[config.mk]
export PLATFORM = sky130hd
export DESIGN_NAME = blink_led
export DESIGN_NICKNAME = d
export VERILOG_FILES = /design/src/rtl/blink_led.sv
export SDC_FILE = /design/constraint.sdc
export NUM_CORES = 1
export LEC_CHECK = 0
export CORE_MARGIN = 4
export CORE_UTILIZATION = 58
export DETAILED_ROUTE_END_ITERATION = 10
export PLACE_DENSITY = 0.75
export SLEW_MARGIN = 20
export SYNTH_ARGS = -nofsm -noshare
export SYNTH_HDL_FRONTEND = slang
export SYNTH_SLANG_ARGS = --single-unit
[constraint.sdc]
create_clock -name clk -period 3.15 [get_ports clk]
set_input_delay 0.7875 -clock clk [delete_from_list [all_inputs] [get_ports clk]]
set_output_delay 0.7875 -clock clk [all_outputs]
set_load 0.01 [all_outputs]
[src/rtl/blink_led.sv]
// Free-running LED blinker: a binary up-counter clocked by clk, with one
// selected counter bit (optionally inverted) driving the LED pin.
`timescale 1ns/1ps

module blink_led #(
    parameter int CNT_WIDTH  = 27,
    parameter int LED_BIT    = CNT_WIDTH - 1,
    parameter bit LED_INVERT = 1'b0
) (
    input  logic clk,
    input  logic rst,
    output logic led
);

    localparam logic [CNT_WIDTH-1:0] CNT_ONE = {{(CNT_WIDTH-1){1'b0}}, 1'b1};

    // Reject illegal parameter combinations at elaboration.
    generate
        if (CNT_WIDTH < 2) begin : g_bad_width
            $fatal(1, "blink_led: CNT_WIDTH must be at least 2");
        end
        if (LED_BIT >= CNT_WIDTH || LED_BIT < 0) begin : g_bad_led_bit
            $fatal(1, "blink_led: LED_BIT must lie in 0..CNT_WIDTH-1");
        end
    endgenerate

    logic [CNT_WIDTH-1:0] cnt;

    // rst is active-low; the clear is asynchronous, the release takes effect
    // on the next rising edge, and wrap-around is plain modulo arithmetic.
    always_ff @(posedge clk or negedge rst) begin
        if (!rst) begin
            cnt <= '0;
        end else begin
            cnt <= cnt + CNT_ONE;
        end
    end

    // XOR with a constant folds to a wire or inverter, so led remains a
    // glitch-free function of a single flop.
    assign led = cnt[LED_BIT] ^ LED_INVERT;

endmodule

=== Word level (Yosys, flattened, before mapping) ===
Index checks and enable logic that the tools add are counted.

* $add $sub $neg: 1

{| class="wikitable"
|+ Operator list
! kind !! count
|-
| $add A27 B1 Y27 const B || 1
|}

* Input bits: 2
* Word-level logic and storage cells: 2
* Register bits after elaboration: 27

=== Longest topological paths before layout ===
Gate-level depths: netlist of the first run.

* Depth in word-level cells: 1
* Depth in mapped cells: 5
* Gate-level depth less buffers: 5

=== Worst setup path after synthesis of the first run ===
Ideal clock, no wire load.

* Kind: register to register
* Start point: register cnt[0]
* End point: register cnt[26]
* Data required time: 3.071 ns
* Arrival: 1.569 ns
* Cell stages (with the launch flop): 6
* Clock period less this slack: 1.649 ns
* Setup slack: 1.501 ns
* Path through: dfrtp_1 > ha_1 > nand2_2 > or4_4 > nor3_2 > xor2_1

* Cells in the longest elaborated chain, start to end: 1

{| class="wikitable"
|+ Ends and longest elaborated chain
! item !! RTL line !! source
|-
| from (decl) || 27 || <nowiki>logic [CNT_WIDTH-1:0] cnt;</nowiki>
|-
| from (signal assigned) || 35 || <nowiki>cnt <= cnt + CNT_ONE;</nowiki>
|-
| $add A27 B1 Y27 || 35 ||
|}

Every way passes these cells.

=== Worst setup path after layout of the first run ===
* Start point: register cnt[26]
* End point: output led

{| class="wikitable"
|+ RTL lines
! item !! RTL line !! source
|-
| to (decl) || 12 || <nowiki>output logic led</nowiki>
|}

No word-level cell between the ends.

==> results of run 1 <==
power breakdown:
part | total [mW] | switching [mW] | internal (mW)
combinational | 0.00818 | 0.00629 | 0.00190
clock | 0.147 | 0.0976 | 0.0497
sequential | 0.347 | 0 | 0.347
total | 0.502 | 0.104 | 0.398
cells by family (layout without fill, tap and decap cells):
family	after synthesis	count (layout)	synth area share (%)
simple gates	46	46	22.8
fa+ha+maj	1	1	1.06
flops	27	27	57.3
xor+xnor	25	25	18.6
buf+inv	1	8	0.318
cells in the mapped netlist (all sizes together):
library cell	number	area [um^2]
nand4	10	62.6
inv	1	3.75
and3	1	6.26
nand2	7	28.8
dfrtp	27	676
nor3	6	45.0
or4	1	11.3
nor2	5	18.8
ha	1	12.5
nor4	3	18.8
xnor2	13	114
and4	2	17.5
xor2	12	105
nand3	11	60.1
through the flow:
stage	hold WS (ns)	setup WS, ns	util, %	instances
2_1_floorplan	0.422	1.50	-	100
3_3_place_gp	0.446	1.40	63.9	130
5_1_grt	0.496	1.07	65.3	134
4_1_cts	0.471	1.11	65.3	134
3_5_place_dp	0.452	1.38	63.9	130
6_report	0.468	1.13	65.3	134
worst max path at each step:
stage / from / end / depth (start not counted)
finish: cnt[26] / led / 1
global route: cnt[26] / led / 1
CTS: cnt[26] / led / 1
detailed placement: cnt[0] / cnt[26] / 5
global placement: cnt[0] / cnt[26] / 5
floorplan: cnt[0] / cnt[26] / 5
layer usage:
layer  track usage, %  part of all wire (%)  vias up
met2             26.9                    45       13
met5                0                     0        -
li1                 -                     -      372
met4             8.94                   2.3        0
met3             5.07                   3.9        5
met1             23.6                    49      379
layout make-up:
type | count | area [um^2]
inverter | 1 | 3.75
tap | 27 | 33.8
sequential | 27 | 676
fill | 157 | 674
multi-input combinational | 72 | 500
timing repair buffer | 3 | 27.5
clock buffer | 4 | 26.3
cell usage in the layout, fill, tap and decap left out, types with 2 or more instances in the layout:
cell type | synthesis | routed
nand2_1 | 6 | 6
and4_1 | 2 | 2
xnor2_1 | 13 | 13
nor3_2 | 3 | 3
nand3_1 | 10 | 10
dfrtp_1 | 27 | 27
nor4_1 | 3 | 3
clkbuf_4 | 0 | 3
nor2_1 | 5 | 5
nand4_1 | 10 | 10
xor2_1 | 12 | 12
clkdlybuf4s50_1 | 0 | 2
nor3_1 | 3 | 3
==> impl_summary.md, run 1 <==
Run status
The run finished with clean final reports.

Min path
The worst hold path stage count is 1. In this run the most critical hold path is launched from cnt[0]. In this run the worst hold path is classified as reg2reg. The worst hold path terminates at cnt[0].

Worst setup path
The beginning of the worst register-to-register path is cnt[0]. The critical path startpoint category is a flop. For flop-to-flop paths, the worst setup slack is between 1 and 1.5 ns. The largest stage delay on the critical path is between 0.5 and 0.6 ns. The critical path buffer and inverter count is 1. Among all stages on the critical path, the largest delay is contributed by clkdlybuf4s50_1. The category of the most critical setup path is reg2out. The largest driver fanout on the critical path is 2.

The worst register-to-register path ends at cnt[26]. STA puts the critical path data arrival time at 1.24 ns. The sort of element at the end of the critical path is a primary output.

Measured in cells, the most critical reg-to-reg path has a length of 5. The cell family contributing the most delay on the critical path is buffers and inverters. The data required time at the worst endpoint is about 2.4 ns.

The critical path goes through clkdlybuf4s50_1.

Layout
The number of nets in the final layout is around 110. The layout overhead on the synthesized area is 7.42%. The register with the most flip-flops in the layout has 27 of them. With fillers left out, the area of the finished cells amounts to about 1300 um^2. The largest registers in the layout are cnt x27. In the final layout, the share of cells above drive strength 1 is 9.35%.

Ranked by flip-flop count, first place goes to cnt. 0 antenna diodes ended up in the layout.

Logic synthesis
The number of synthesized register bits is 27. The cell area that synthesis handed to floorplanning was 1180 um^2. The number of instances in the synthesized netlist is 100. The total number of yosys warnings is 0. The number of nets handed over by synthesis was about 100. The number of unique standard cell types used by synthesis is 17. The mean post-synth cell area is around 12 um^2. Sequential elements use a little under three fifths of the synthesized area.

Timing
The number of hold-slack violations in the final timing report was 0. The maximum achievable frequency is 494 MHz. The time the final worst path needs with I/O delays and setup is ~2.0 ns.

Setup violations remaining at the end of the flow were counted as 0. The final max-slew violation count is 0. Setup repair after global routing left no endpoint under its margin. The sum of negative setup slack is 0 ns. The actual slew at the worst max-slew pin is slightly below 0.6 ns. The final period utilization is roughly 64%.

The remaining max-slew budget at the tightest pin is between 60% and 70%. The setup clock skew after layout is about 0.0032 ns.

CTS
The number of gates resized after CTS was 0. The TritonCTS clock tree is built. In this run the post-CTS setup repair buffer count came out at 0. Buffers inserted to repair hold after CTS numbered 0. The count of clock tree sinks is 27.

For the worst-skew pair, the clock arrives at the later sink with an insertion delay of about 0.32 ns. The cell sitting at the root of the clock tree is a clkbuf_4. In this run the number of H-tree levels came out at 1. The largest buffer count on any clock path is 2. The clock-pin transition on the worst setup and hold timing paths is 0.13 ns.

The clock buffer count from CTS is 3.

Global routing
Entering global routing, the biggest net connects 28 pins. The via count of the first global-routing pass is 802. The first global-routing pass estimated between 3 and 4 mm of wire.

The number of antenna violations at the first check in global routing came to 0. After global routing the overflow that remains totals 0. The total routing usage reported by global routing is 17.9%.

Power and ir drop
The design draws ~500 uW. The leakage power is 0.566 nW. Across the VDD grid, the largest voltage drop is ~0.00031 V.

For this design the ratio of total power to cell area is 396 nW/um^2.

Route
The routed design has ~1.8 mm of wire. The detailed router placed 769 vias in this run. The routed wirelength normalized by instance count is about 14 um.

The pre-antenna-repair detailed-routing pass consisted of 4 iterations. The number of DRC violations after detailed-routing iteration 0 is 8. After detailed routing, the number of vias per cell comes to around 5.7. The number of remaining DRC errors is 0.

The detail route stage leaves a number of antenna-violating nets equal to 0.

Placed design
Routability-driven placement finished with a final weighted congestion of approximately 0.73. Detailed placement ended at an HPWL of 1.36 mm. The instance area at placement is around 1200 um^2.

The count of port buffers added during placement is 2.

Floorplan
The effective utilization at floorplan is 60.8%. The area of the core is between 1500 and 2000 um^2. The die covers 2820 um^2.

The die is roughly 53 um tall. During I/O placement, the number of pins put on the boundary was 3. The die width is about 53 um.

The placement row count is 16.

Job
Max-cap violations in this run came to 0.
No activity file was read; power rests on OpenSTA's default activity.
==> run 2: changes to the inputs <==
Settings changed: CORE_UTILIZATION 58 to 53, PLACE_DENSITY 0.75 to 0.73.
Clock period 3.15 ns to 1.7 ns, I/O delays scaled along.
==> impl_summary.md, run 2 (synthesized netlist as in run 1, its figures left out) <==
Floorplan
The die width is 55.2 um (+3.9%). The number of ports placed on the die boundary is 3 (unchanged). The die area is 3040 um^2 (+8.0%).

The area of the core came to 2040 um^2 (+5.2%). The height of the die is 55.2 um (+3.9%). The placement row count came to 16 (unchanged). The effective utilization at floorplan came to 57.8% (-3.0 points).

Layout
The number of antenna cells inserted is 0 (unchanged). The layout overhead on the synthesized area is 15.1%. The fraction of layout instances using a drive strength above 1 is 18.1% (+8.8 points). The filler cell count in the final layout is 172 (+9.6%). The number of nets in the final layout came to 120 (+8.1%).

The number of flip-flops in the largest register is 27 (unchanged). The post-route cell area is 1360 um^2 (+7.1%). Leaving out fill and tap cells, the most frequent cell in the layout is dfrtp_1. The largest registers in the layout are cnt x27. The number of standard cells in the layout, taps in and fillers out is 143 (+6.7%). cnt holds more flip-flops than any other register. In the layout the commonest cells are dfrtp_1 (27), xnor2_1 (13), xor2_1 (12).

Power and ir drop
The worst ir drop on vdd was 0.000404 V (+29%). The leakage power is 0.663 nW (+17%). The total power per unit cell area is 680 nW/um^2 (+72%).

The post-layout total power is 923 uW (+84%).

Worst setup path
The data required time at the worst endpoint is 1.95 ns (-0.41 ns). The critical path is of the reg2reg type. The worst endpoint data arrival time is 1.90 ns (+0.66 ns).

The critical path startpoint category is a flop. The largest driver fanout on the critical path is 4 (+2). The worst setup path is captured at a flop.

Global routing
The largest net degree at the start of global routing is 28 (unchanged). The total routing usage reported by global routing is 16.4% (-1.5 points). The via count of the first global-routing pass came to 818 (+2.0%). The number of antenna violations at the first check in global routing is 0 (unchanged). The leftover overflow at the end of global routing was 0 (unchanged).

The global-route wire length before repair is 3.51 mm (-0.96%).

Placed design
The routability-driven placement congestion ratio is 0.732 (+0.25%). The estimated wirelength of the detail-placed design was 1.42 mm (+4.5%). The count of port buffers added during placement was 2 (unchanged). The instance area at placement is 1290 um^2 (+3.6%). The total placed cells including tap cells is 136 (+4.6%).

Timing
The sum of negative setup slack is 0 ns (unchanged). The setup-violating endpoint count in the final report was 0 (unchanged). Subtracting the final worst setup slack from the clock period gives 1.65 ns. Setup repair after global routing could not meet its margin everywhere. In the finished design, the share of the clock period the worst path needs comes to a little over nine tenths. The actual slew at the worst max-slew pin is 0.425 ns (-0.152 ns). The remaining max-slew budget at the tightest pin is 71.4% (+10 points). The final max-slew violation count is 0 (unchanged). Timing would allow up to approximately 600 MHz.

The number of hold-slack violations in the final timing report came to 0 (unchanged). The final-layout worst hold slack is 0.445 ns (-0.0226 ns). The setup clock skew after layout is 0.00939 ns (+0.00619 ns).

CTS
The clock-pin transition on the worst setup and hold timing paths was 0.14 ns (about the same). The count of H-tree levels built during CTS was 1 (unchanged). The count of clock tree sinks is 27 (unchanged). The clock latency of the later-clocked register in the worst-skew pair is 0.32 ns (about the same). The number of hold-repair buffers added at the cts stage came to 0 (unchanged). The library cell used as clock root buffer is clkbuf_4. The largest buffer count on any clock path was 2 (unchanged). The clock buffer count from CTS came to 3 (unchanged).

TritonCTS built the clock tree.

Route
The mean number of vias per cell came to 5.64 (-1.7%). The number of iterations in the first detailed-routing pass is 3 (-1). The via total after detailed routing is 807 (+4.9%).

The routed wirelength normalized by instance count is 13.7 um (-0.23%). The number of nets with antenna violations after routing is 0 (unchanged). The number of remaining DRC errors is 0 (unchanged). The number of DRC violations after detailed-routing iteration 0 is 4 (-4). The total wirelength of the detailed-routed design was 1.96 mm (+6.5%).

Run status
The flow ran to the end, and the final reports show no timing, DRC or antenna violations.

Job
The number of violations of the max-capacitance limit is 0 (unchanged).

Min path
The path category of the worst min-delay check is in2async.
[run 2: cell count changes in the layout (fill, tap and decap cells not counted)]
cell and delta:
buf_4 +9, clkbuf_1 -1, clkinv_2 +1, ha_1 -1, ha_2 +1, nor3_2 -3
nor3_4 +3
[run 2: path summary, 6_finish.rpt]
| kind | start | end | slack, ns | cells past startpoint |
|---|---|---|---|---|
| worst max-delay path | cnt[1] | cnt[24] | 0.05 | 5 |
| worst min-delay path | rst | cnt[19] | 0.45 | 2 |
| worst max register to register | cnt[1] | cnt[24] | 0.05 | 5 |
| worst min register to register | cnt[25] | cnt[25] | 0.49 | 1 |
| max in group asynchronous | rst | cnt[25] | 0.99 | 2 |
| min in group clk | cnt[25] | cnt[25] | 0.49 | 1 |
[run 2: report_power, final]
part	leakage, nW	switching, mW	internal [mW]
combinational	0.283	0.0119	0.00351
clock	0.0177	0.177	0.0881
sequential	0.363	0	0.642
[run 2: timing repair]
item / CTS / global route
setup endpoints to repair: 2 / 4
resized for setup: 0 / 4
pin swaps: 0 / 8
setup buffers: 1 / 2
[run 2: cell type report]
class                   count  area (um^2)  share of cell area (%)
clock buffers               3         22.5                    1.66
well taps                  27         33.8                    2.49
flip-flops and latches     27          676                    49.8
multi-input cells          72          522                    38.4
clock inverters             1         5.00                   0.369
inverters                   1         3.75                   0.276
repair buffers             12         95.1                    7.00
[run 2: per-stage QoR]
stage,utilization (%),setup WS [ns]
floorplan,-,0.0514
global placement,63.0,0.0772
detailed placement,63.0,0.0251
CTS,64.7,0.00770
global route,66.5,-0.0603
finish,66.5,0.0457
[run 2: layer usage]
metal / vias to the layer above / GRT usage, % / routed length (um)
met5: - / 0 / 0
met4: 0 / 7.29 / 38
met3: 5 / 2.41 / 38
met2: 6 / 28.1 / 1000
met1: 407 / 20.2 / 879
li1: 389 / - / -
[run 2: worst max-delay path, cell delays in order (launching register included)]
cell	delay, ns
dfrtp_1	0.39
ha_2	0.19
nand2_2	0.07
or4_4	0.59
nor3_4	0.21
xor2_1	0.15
==> run 3: changes to the inputs <==
Settings changed: CORE_MARGIN 4 to default.
==> impl_summary.md, run 3 (synthesized netlist as in run 1, its figures left out) <==
Global routing
The via count of the first global-routing pass is 802 (-2.0%). The number of antenna violations at the first check in global routing is 0 (unchanged). The leftover overflow at the end of global routing is 0 (unchanged). The global-route wire length before repair is 3.56 mm (+1.6%). The largest net degree at the start of global routing is 28 (unchanged). The most congested layer reported by global routing is met2.

The met1 usage in global routing is 24.4% (+4.1 points). The total routing usage reported by global routing is 19.9% (+3.5 points). The met2 global-route usage was 33.8% (+5.6 points). The global routing usage on met3 is 2.80% (+0.39 points).

Power and ir drop
The leakage power came to 0.663 nW (about the same). The net switching fraction of the power is 22.0% (+1.5 points). The worst ir drop on vdd is 0.000465 V (+15%). The total power per unit cell area came to 696 nW/um^2 (+2.3%). The sequential share of power is 68.1% (-1.5 points). The combinational share of power is 1.6% (about the same). The clock power share came to 30.3% (+1.6 points). The switching power is 207 uW (+9.6%). The post-layout total power was 944 uW (+2.2%). The internal power summed over all cells is 736 uW (+0.34%).

Run status
The run finished with clean final reports.

Worst setup path
The worst setup path is of the reg2reg kind. Tracing the worst setup path back leads to its startpoint at cnt[0]. The worst setup path is captured at a flop. The worst setup path is launched from a flop. The setup slack of the most critical reg-to-reg path is 0.04 ns (about the same). The worst register-to-register path ends at cnt[24].

The beginning of the worst register-to-register path is cnt[0]. The largest driver fanout on the critical path is 4 (unchanged). The data required time at the worst endpoint was 1.96 ns (about the same). The cell count of the worst reg-to-reg path came to 5 (unchanged). The worst endpoint data arrival time is 1.92 ns (+0.02 ns).

Route
The total wirelength of the detailed-routed design is 1.98 mm (+1.3%). The number of remaining DRC errors is 0 (unchanged). The mean number of vias per cell is 5.58 (-1.1%). The via total after detailed routing was 798 (-1.1%). The number of nets with antenna violations after routing was 0 (unchanged). The number of DRC violations after detailed-routing iteration 0 is 4 (unchanged). The routed wirelength normalized by instance count is 13.9 um (+1.3%). The number of iterations in the first detailed-routing pass is 4 (+1).

Layout
The post-route cell area is 1360 um^2 (about the same). The register with the highest flop count is cnt. The number of nets in the final layout is 120 (unchanged).

The layout overhead on the synthesized area is 15.0% (about the same). The number of antenna cells inserted is 0 (unchanged). The top cell types in the final layout, fill and taps aside, are dfrtp_1 (27), xnor2_1 (13), xor2_1 (12). The library cell used most frequently in the layout, excluding fill and tap cells, is dfrtp_1. The number of flip-flops in the largest register was 27 (unchanged).

The largest registers in the layout are cnt x27. The fraction of layout instances using a drive strength above 1 is 18.1% (unchanged).

CTS
The clock buffer count from CTS is 3 (unchanged). The count of clock tree sinks is 27 (unchanged). The count of H-tree levels built during CTS is 1 (unchanged). The number of hold-repair buffers added at the cts stage is 0 (unchanged). The clock-pin transition on the worst setup and hold timing paths came to 0.15 ns (about the same). The largest buffer count on any clock path was 2 (unchanged). Clock tree synthesis selected as its root buffer the cell clkbuf_4. The clock latency of the later-clocked register in the worst-skew pair is 0.34 ns (+0.02 ns).

TritonCTS built the clock tree.

Timing
The remaining max-slew budget at the tightest pin is 68.9% (-2.5 points). The maximum achievable frequency is 603 MHz (-0.21%). The actual slew at the worst max-slew pin is 0.463 ns (+0.0379 ns). The setup clock skew after layout is 0.0104 ns (+0.00101 ns). The setup-violating endpoint count in the final report came to 0 (unchanged). Setup repair after global routing could not meet its margin everywhere.

The final period utilization was 97.5% (+0.21 points). The time the final worst path needs with I/O delays and setup came to 1.66 ns (+0.00356 ns). The final max-slew violation count is 0 (unchanged). The number of hold-slack violations in the final timing report was 0 (unchanged).

Floorplan
The effective utilization at floorplan is 58.4% (+0.57 points). The placement row count was 16 (unchanged). The die area is 2420 um^2 (-21%). The area of the core is 2020 um^2 (-0.98%). The height of the die is 49.2 um (-11%). The die width came to 49.2 um (-11%).

The number of ports placed on the die boundary came to 3 (unchanged).

Placed design
The routability-driven placement congestion ratio is 0.824 (+12%). The count of port buffers added during placement is 2 (unchanged). The instance area at placement is 1290 um^2 (unchanged). The estimated wirelength of the detail-placed design is 1.46 mm (+2.8%).

Job
The number of violations of the max-capacitance limit came to 0 (unchanged).

Min path
The path category of the worst min-delay check is in2async.
[run 3: cell types whose count changed in the layout (fill, tap and decap cells not counted), sizes merged]
cell           before  now
clkdlybuf4s50       2    1
clkinv              1    0
clkinvlp            0    1
dlymetal6s2s        0    1
[run 3: how the worst max path moves through the flow]
stage | depth (start not counted) | slack, ns | endpoint
global route | 5 | -0.03 | cnt[24]
floorplan | 5 | 0.05 | cnt[26]
detailed placement | 5 | -0.003 | cnt[24]
CTS | 1 | 0.003 | led
finish | 5 | 0.04 | cnt[24]
global placement | 5 | 0.08 | cnt[26]
[run 3: layout make-up]
type,instances,area (um^2)
Clock buffer,3,22.5
Clock inverter,1,7.51
Fill cell,162,666
Inverter,1,3.75
Multi-Input combinational cell,72,515
Sequential cell,27,676
Tap cell,27,33.8
Timing Repair Buffer,12,97.6
[run 3: power groups by stage]
stage | Clock [mW] | Sequential [mW] | Combinational (mW)
floorplan | 0 | 0.655 | 0.000000176
CTS | 0.289 | 0.642 | 0.0164
global placement | 0 | 0.654 | 0.0159
global route | 0.311 | 0.643 | 0.0183
detailed placement | 0 | 0.654 | 0.0164
finish | 0.286 | 0.642 | 0.0152
[run 3: critical path, cell delays in order, from the launching register on]
cell and delay (ns):
dfrtp_1 0.39, ha_2 0.19, nand2_2 0.07, or4_4 0.61
nor3_4 0.14, xor2_1 0.18
[run 3: metal layers]
metal | vias to the layer above | wire length (um)
met5 | - | 0
met4 | 0 | 46
met3 | 5 | 39
met2 | 8 | 1020
met1 | 399 | 873
li1 | 386 | -
[run 3: what timing repair did]
action / CTS / global route
hold endpoints to repair: 0 / 0
resized for setup: 1 / 3
endpoints found under the setup margin: 2 / 4
pin swaps: 1 / 6
cloned: 0 / 0
buffers inserted: 1 / 2
[run 3: through the flow]
step | setup slack (ns) | cells | utilization [%] | TNS (ns) | hold slack, ns
after floorplan | 0.0514 | 100 | - | 0 | 0.129
after global placement | 0.0768 | 136 | 63.6 | 0 | 0.434
after detailed placement | -0.00273 | 136 | 63.6 | -0.00273 | 0.461
after CTS | 0.00271 | 141 | 65.8 | 0 | 0.450
after global routing | -0.0273 | 143 | 67.1 | -0.0273 | 0.458
final | 0.0421 | 143 | 67.1 | 0 | 0.431
